File: src/rtl/mdl_dac_serializer.sv
// rtl/mdl_dac_serializer.sv - float-format DAC serializer; IKA2151_DAC_PCM_OUT_EN adds linear PCM outputs
module mdl_dac_serializer (
    input  logic        i_EMUCLK,
    input  logic        i_MRST,
    input  logic        i_phi1_NCEN_n,
    input  logic        i_SH1,
    input  logic        i_SH2,
    input  logic [15:0] i_L_SAMPLE,
    input  logic [15:0] i_R_SAMPLE,
    output logic        o_SO,
    output logic [15:0] o_EMU_L_SAMPLE,
    output logic [15:0] o_EMU_R_SAMPLE,
    output logic        o_EMU_SAMPLE_VALID
);

    logic        en;
    logic        sh1_z_q, sh2_z_q;
    logic        load_l, load_r, load;
    logic [15:0] conv_x;
    logic [2:0]  shift;
    logic [9:0]  mant;
    logic [15:0] word;
    logic [15:0] sr_q, sr_d;
    logic        so_q, so_d;
    logic [3:0]  cnt_q, cnt_d;

    assign en     = ~i_phi1_NCEN_n;
    assign load_l = en & i_SH1 & ~sh1_z_q;
    // Left wins a simultaneous strobe; the right word is dropped.
    assign load_r = en & i_SH2 & ~sh2_z_q & ~load_l;
    assign load   = load_l | load_r;
    assign conv_x = load_l ? i_L_SAMPLE : i_R_SAMPLE;

    // Shrink the shift while the next lower bit still matches the sign run.
    always_comb begin
        shift = 3'd6;
        for (int k = 5; k >= 0; k--) begin
            if ((conv_x[k + 9] == conv_x[15]) && (shift == 3'(k + 1))) begin
                shift = 3'(k);
            end
        end
        mant = 10'(conv_x >> shift);
        word = {shift + 3'd1, mant, 3'b000};
    end

    always_comb begin
        sr_d  = sr_q;
        so_d  = so_q;
        cnt_d = cnt_q;
        if (load) begin
            sr_d  = word;
            so_d  = word[0];
            cnt_d = 4'd0;
        end else if (en) begin
            if (cnt_q == 4'd15) begin
                sr_d = 16'h0000;
                so_d = 1'b0;
            end else begin
                sr_d  = {1'b0, sr_q[15:1]};
                so_d  = sr_q[1];
                cnt_d = cnt_q + 4'd1;
            end
        end
    end

    always_ff @(posedge i_EMUCLK) begin
        if (i_MRST) begin
            sr_q    <= 16'h0000;
            so_q    <= 1'b0;
            cnt_q   <= 4'd0;
            sh1_z_q <= 1'b1;
            sh2_z_q <= 1'b1;
        end else begin
            sr_q  <= sr_d;
            so_q  <= so_d;
            cnt_q <= cnt_d;
            if (en) begin
                sh1_z_q <= i_SH1;
                sh2_z_q <= i_SH2;
            end
        end
    end

    assign o_SO = so_q;

`ifdef IKA2151_DAC_PCM_OUT_EN
    logic [15:0] emu_l_q, emu_r_q;
    logic        valid_q, pend_q;
    logic [15:0] recon;

    // Low bits below the shift read zero, matching DAC quantization.
    assign recon = {{6{mant[9]}}, mant} << shift;

    always_ff @(posedge i_EMUCLK) begin
        if (i_MRST) begin
            emu_l_q <= 16'h0000;
            emu_r_q <= 16'h0000;
            valid_q <= 1'b0;
            pend_q  <= 1'b0;
        end else if (en) begin
            valid_q <= pend_q;
            pend_q  <= load_r;
            if (load_l) begin
                emu_l_q <= recon;
            end
            if (load_r) begin
                emu_r_q <= recon;
            end
        end
    end

    assign o_EMU_L_SAMPLE     = emu_l_q;
    assign o_EMU_R_SAMPLE     = emu_r_q;
    assign o_EMU_SAMPLE_VALID = valid_q;
`else
    assign o_EMU_L_SAMPLE     = 16'h0000;
    assign o_EMU_R_SAMPLE     = 16'h0000;
    assign o_EMU_SAMPLE_VALID = 1'b0;
`endif

endmodule

File: config.mk
export PLATFORM = sky130hd
export DESIGN_NAME = mdl_dac_serializer
export DESIGN_NICKNAME = d
export VERILOG_FILES = /design/src/rtl/mdl_dac_serializer.sv
export SDC_FILE = /design/constraint.sdc
export NUM_CORES = 1
export LEC_CHECK = 0
export ABC_CLOCK_PERIOD_IN_PS = 3320
export CORE_ASPECT_RATIO = 1.5
export CORE_MARGIN = 2
export CORE_UTILIZATION = 48
export CTS_CLUSTER_SIZE = 30
export DETAILED_ROUTE_END_ITERATION = 6
export HOLD_SLACK_MARGIN = 0.02
export PLACE_DENSITY_LB_ADDON = 0.05
export RECOVER_POWER = 25
export SYNTH_ARGS = -nofsm -noshare
export SYNTH_HDL_FRONTEND = slang
export SYNTH_SLANG_ARGS = --single-unit
File: constraint.sdc
create_clock -name i_EMUCLK -period 3.32 [get_ports i_EMUCLK]
set_clock_uncertainty 0.15 [all_clocks]
set_input_delay 0.498 -clock i_EMUCLK [delete_from_list [all_inputs] [get_ports i_EMUCLK]]
set_output_delay 0.498 -clock i_EMUCLK [all_outputs]
set_load 0.01 [all_outputs]
* Yosys cells after proc, flatten, opt, wreduce, memory -nomap -nowiden *
Index checks and enable logic that the tools add are counted.

word-level totals
  bits in registers = 23
  output and inout bits = 34
  logic and storage cells = 51

operators by class
  add/sub/neg operators = 2
  equal/unequal tests = 13
  shift-type cells = 1
  muxes and demuxes = 11
  bitwise operators = 11
  reduce and logical (&&, ||, !) cells = 7

operators with widths
  cell                                                                      number
  16-bit 2-to-1 mux                                                         3
  16-bit by 3-bit right shift with 10-bit output                            1
  15-bit 2-to-1 mux                                                         1
  3-bit 2-to-1 mux                                                          4
  1-bit equality test                                                       6
  3-bit by 2-bit equality test with 1-bit output (second input constant)    2
  3-bit equality test (second input constant)                               2
  1-bit AND                                                                 5
  1-bit logical AND                                                         5
  1-bit NOT                                                                 5
  4-bit by 1-bit adder with 4-bit output (second input constant)            1
  4-bit equality test (second input constant)                               1
  2-bit 2-to-1 mux                                                          2
  3-bit by 1-bit adder with 3-bit output (second input constant)            1
  3-bit by 1-bit equality test with 1-bit output (second input constant)    1
  2-bit by 1-bit inequality test with 1-bit output (second input constant)  1
  2-bit AND reduction                                                       1
  2-bit OR reduction                                                        1
  1-bit 2-to-1 mux                                                          1
  1-bit OR                                                                  1

* Depth between registers and ports, before layout *
Gate-level depths: netlist (run 1).

  word-level depth = 23
  gate-level depth with buffers = 12
  gate-level depth less buffers = 9

* Least setup slack after synthesis (run 1) *
OpenSTA, ideal clock, no wires.

  path kind = in2reg
  from = input port i_L_SAMPLE[15]
  to = register sr_q[15]
  arrival = 2.509 ns
  path slack = 0.533 ns
  stages on the path = 11
  buffers on the path = 2
  cells stage by stage = or4_1 > mux2i_1 > mux2i_1 > o32ai_4 > buf_8 > buf_4 > inv_1 > ha_1 > xnor2_1 > a22oi_1 > nor2_1

between the ends
  cells in the longest elaborated chain, start to end = 20
  elaborated cells between the ends (all ways) = 25

ends and longest elaborated chain
  element                                         line  RTL
  start, declared                                 8     input logic [15:0] i_L_SAMPLE,
  16-bit 2-to-1 mux *                             32    assign conv_x = load_l ? i_L_SAMPLE : i_R_SAMPLE;
  1-bit equality test                             38    if ((conv_x[k + 9] == conv_x[15]) && (shift == 3'(k + 1))) begin
  2-bit 2-to-1 mux                                38
  3-bit equality test                             38
  1-bit logical AND                               38
  2-bit 2-to-1 mux                                38
  3-bit equality test                             38
  1-bit logical AND                               38
  [4 not listed]                                  n/a
  3-bit by 2-bit equality test with 1-bit output  38
  1-bit logical AND                               38
  3-bit 2-to-1 mux                                38
  3-bit by 1-bit equality test with 1-bit output  38
  1-bit logical AND                               38
  3-bit 2-to-1 mux *                              38
  3-bit by 1-bit adder with 3-bit output *        43    word = {shift + 3'd1, mant, 3'b000};
  16-bit 2-to-1 mux *                             50    if (load) begin
  end signal, assigned                            74    sr_q <= sr_d;
  end, declared                                   23    logic [15:0] sr_q, sr_d;

Mark *: on every way between the ends. The rest lies on a longest branch, timed or not.
A chain may end at the register's enable or synchronous reset.

* Worst setup path in the final report (run 1) *
  from = input port i_R_SAMPLE[13]
  to = register sr_q[5]

between the ends
  cells in the longest elaborated chain, start to end = 18

ends and longest elaborated chain
  element                                           line  RTL
  start, declared                                   9     input logic [15:0] i_R_SAMPLE,
  16-bit 2-to-1 mux *                               32
  1-bit equality test                               38
  1-bit logical AND                                 38
  2-bit 2-to-1 mux                                  38
  3-bit equality test                               38
  1-bit logical AND                                 38
  3-bit 2-to-1 mux                                  38
  3-bit by 2-bit equality test with 1-bit output    38
  [2 not listed]                                    n/a
  3-bit by 2-bit equality test with 1-bit output    38
  1-bit logical AND                                 38
  3-bit 2-to-1 mux                                  38
  3-bit by 1-bit equality test with 1-bit output    38
  1-bit logical AND                                 38
  3-bit 2-to-1 mux                                  38
  16-bit by 3-bit right shift with 10-bit output *  42    mant = 10'(conv_x >> shift);
  16-bit 2-to-1 mux *                               50

Marked as above.

==> results.md, run 1 <==
- CP required: 3340 ps
- Crit path buffers/inverters: 2
- Crit start category: primary input
- Yosys cell types: 54
- GRT overflow: 0
- Post-route ant nets: 0
- Mapped Cells: between 200 and 300
- Worst hold path class: flip-flop to flip-flop
- F_max: 327 MHz
- Fin crit period: about 3000 ps
- Final period util: 0.923
- Number of inserted diodes: 0
- Post-synthesis sequential area ratio: 0.194
- Core ar.: approximately 0.0045 mm²
- Die width: around 60 µm
- Worst reg2reg setup slack: approximately 700 ps
- CP Data Arrival Time: around 3000 ps
- Kind of end point of the critical path: flip-flop
- H-tree levels: 1
- Antenna violations before repair: 0
- Share of post-route cells with drive strength above 1: 0.135
- CP peak stage delay: roughly 510 ps
- RSZ-0062 raised after global routing: false
- CTS Root Cell: clkbuf_8
- RR Endpoint: sr_q[9]
- CTS Buffer Depth: 2
- Placer Congestion: a little under 1
- Final wirelength: between 6 and 7 mm
- Vias per std cell: about 5.6
- Pwr/cell area: about 290 mW/mm²
- Area grow syn2layout: 24.8%
- Worst hold endpoint: sr_q[12]
- Post-Syn Area: 0.00227 mm²
- Iter 0 DRT Violations: 151
- Slew @ Worst Pin: ~700 ps
- Worst hold margin: 327 ps
- Post-route DRC: 0
- Clock latency on the worst-skew pair: ~260 ps
- Synth top area share: 0.194
- Slowest CP cell: or4_1
- Status: finished, final reports clean
- Syn avg cell area: approximately 7.6 µm²
- WHS Path Cells: 2
- Primary FF master, synth: dfxtp_1
- Reg2reg path depth: 9
- CP startpoint: i_R_SAMPLE[13]
- Final HPWL DP: 5.54 mm
- Die Height: slightly below 90 µm
- Detailed-route via count: around 2300
- Routed wirelength normalized by instance count: 15.7 µm
- Final Hold Fails: 0
- Synthesis Warnings: 0
- Setup violations, final: 0
- Critical path peak fanout: 17
- Die footprint: roughly 0.0053 mm²
- Io pins: a little over 70
- Total track usage: 0.260
- Post-synth EDFFs: 0
- Reg-to-reg critical path startpoint: sh1_z_q
- CTS Sinks: 22
- Hold Path Origin: sr_q[12]
- Max transition margin: 0.533
- Max-slew violation count: 0
- Asr flop ratio synth: 0
- Most frequent CP cell: mux2i_1
- Util after Layout: 0.623
- Setup TNS: 0 ps
- First-pass iteration count of the detailed router: 4
- Cts-stage hold buffer count: 0
- Postcts setup bufs: 0
- Number of global-route vias before repair: around 2300
- Largest cells by area after synthesis: dfxtp_1 19%, mux2i_1 13%, buf_4 11%
- Lkg Pwr: 1.22 nW
- Post-CTS sizing: 0
- Family with the most delay on the worst path: simple AND/OR/NAND/NOR gates
- CTS tree: built
- Port Buffer Count: 37
- Kind of critical path: primary input to flip-flop
- Worst VDD drop: 0.154 mV
- Max Cap Viol: 0
- FF+latch count, synth: 22
- Crit-path cells: clkdlybuf4s50_1 -> or4_1 -> mux2i_1 -> mux2i_1 -> o32ai_4 -> buf_12 -> mux2_2 -> o21ai_0 -> a31oi_1 -> nor4_1
- Initial Utilization: 0.499
- Row cnt: 30
- CTS clk-pin slew, worst paths: around 80 ps
- Largest net degree at the start of global routing: 25
- Yosys top cell by area: dfxtp_1
- Number of nets in the layout: 396
- Num CTS Buffers: 3
- First-pass GRT wire length: between 10 and 15 mm
[registers in the layout (all words and copies together) (netlist names)]
signal	count
cnt_q	4
sh1_z_q	1
sr_q	16
sh2_z_q	1
[synthesized netlist by cell type (all sizes together), types with 2 or more instances]
cell type / count
or2: 2
o22a: 2
nor2b: 2
o211ai: 2
inv: 9
o311ai: 2
a211oi: 6
o21ai: 13
mux4: 2
o32ai: 2
xor2: 2
nor4: 2
nand2: 27
ha: 2
nand4: 5
buf: 41
a221oi: 4
a22oi: 9
or4: 2
nor2: 29
mux2: 2
a31oi: 4
and2: 2
a21oi: 18
nand2b: 5
dfxtp: 22
mux2i: 30
a21boi: 3
xnor2: 2
o21a: 2
clkbuf: 8
nand3: 11
o22ai: 7
nor3: 6
[worst min-delay path: cells and delay by family, from the launching register on]
family | cells | cell delay (ps)
compound gates | 1 | 50
simple gates | 1 | 60
flops | 1 | 330
[power breakdown]
group / switching (W) / leakage [nW] / internal, W
clock: 0.0000831 / 0.0288 / 0.000106
combinational: 0.000184 / 1.01 / 0.000157
sequential: 0.0000106 / 0.180 / 0.000279
total: 0.000278 / 1.22 / 0.000542
[layout by cell type (no fill, tap or decap), types with 9 or more instances in the layout]
cell type        count
o21ai_0             10
nand3_1             11
nand2_1             27
buf_4               32
a21oi_1             18
conb_1              33
clkdlybuf4s50_1     36
nor2_1              29
dfxtp_1             22
mux2i_1             30
a22oi_1              9
[routing by layer]
metal / global-route usage / share of wire
met2: 0.504 / 0.58
met1: 0.269 / 0.35
met3: 0.0148 / 0.029
met4: 0.127 / 0.039
met5: 0 / 0
[worst max-delay path by stage]
stage               endpoint  cells past startpoint
CTS                  sr_q[5]                     10
detailed placement   sr_q[5]                     10
global route         sr_q[5]                     10
finish               sr_q[5]                     10
global placement     sr_q[5]                     10
floorplan           sr_q[15]                     11
[logic make-up (layout without fill, tap and decap cells)]
logic type / Yosys count / count (layout) / share of synthesized area
compound gates: 82 / 82 / 0.257
xor+xnor: 4 / 4 / 0.0155
fa+ha+maj: 2 / 2 / 0.0110
buf+inv: 58 / 84 / 0.159
flops: 22 / 22 / 0.194
mux: 34 / 34 / 0.162
other cells: 1 / 33 / 0.00165
simple gates: 95 / 95 / 0.199
[area by class of cell]
type	count	area (µm²)
multi-input cells	250	1590
clock buffers	4	55.1
fillers	452	1710
flip-flops and latches	22	440
well taps	64	80.1
inverters	9	33.8
repair buffers	71	634
[through the flow]
stage               setup slack (ps)  area [µm²]  total power [W]  instances
global placement                6.68        2780         0.000632        416
finish                           257        2830         0.000820        420
floorplan                        533        2390         0.000524        330
CTS                              256        2830         0.000819        420
detailed placement             -19.2        2780         0.000634        416
global route                    3.85        2830         0.000869        420
Note: power is estimated with default switching activity, not from simulation.
==> run 2, diff against run 1 <==
CAP_MARGIN = 20   (was default)
==> results of run 2 <==
The final DEF is identical to that of run 1; final timing and power are the same.
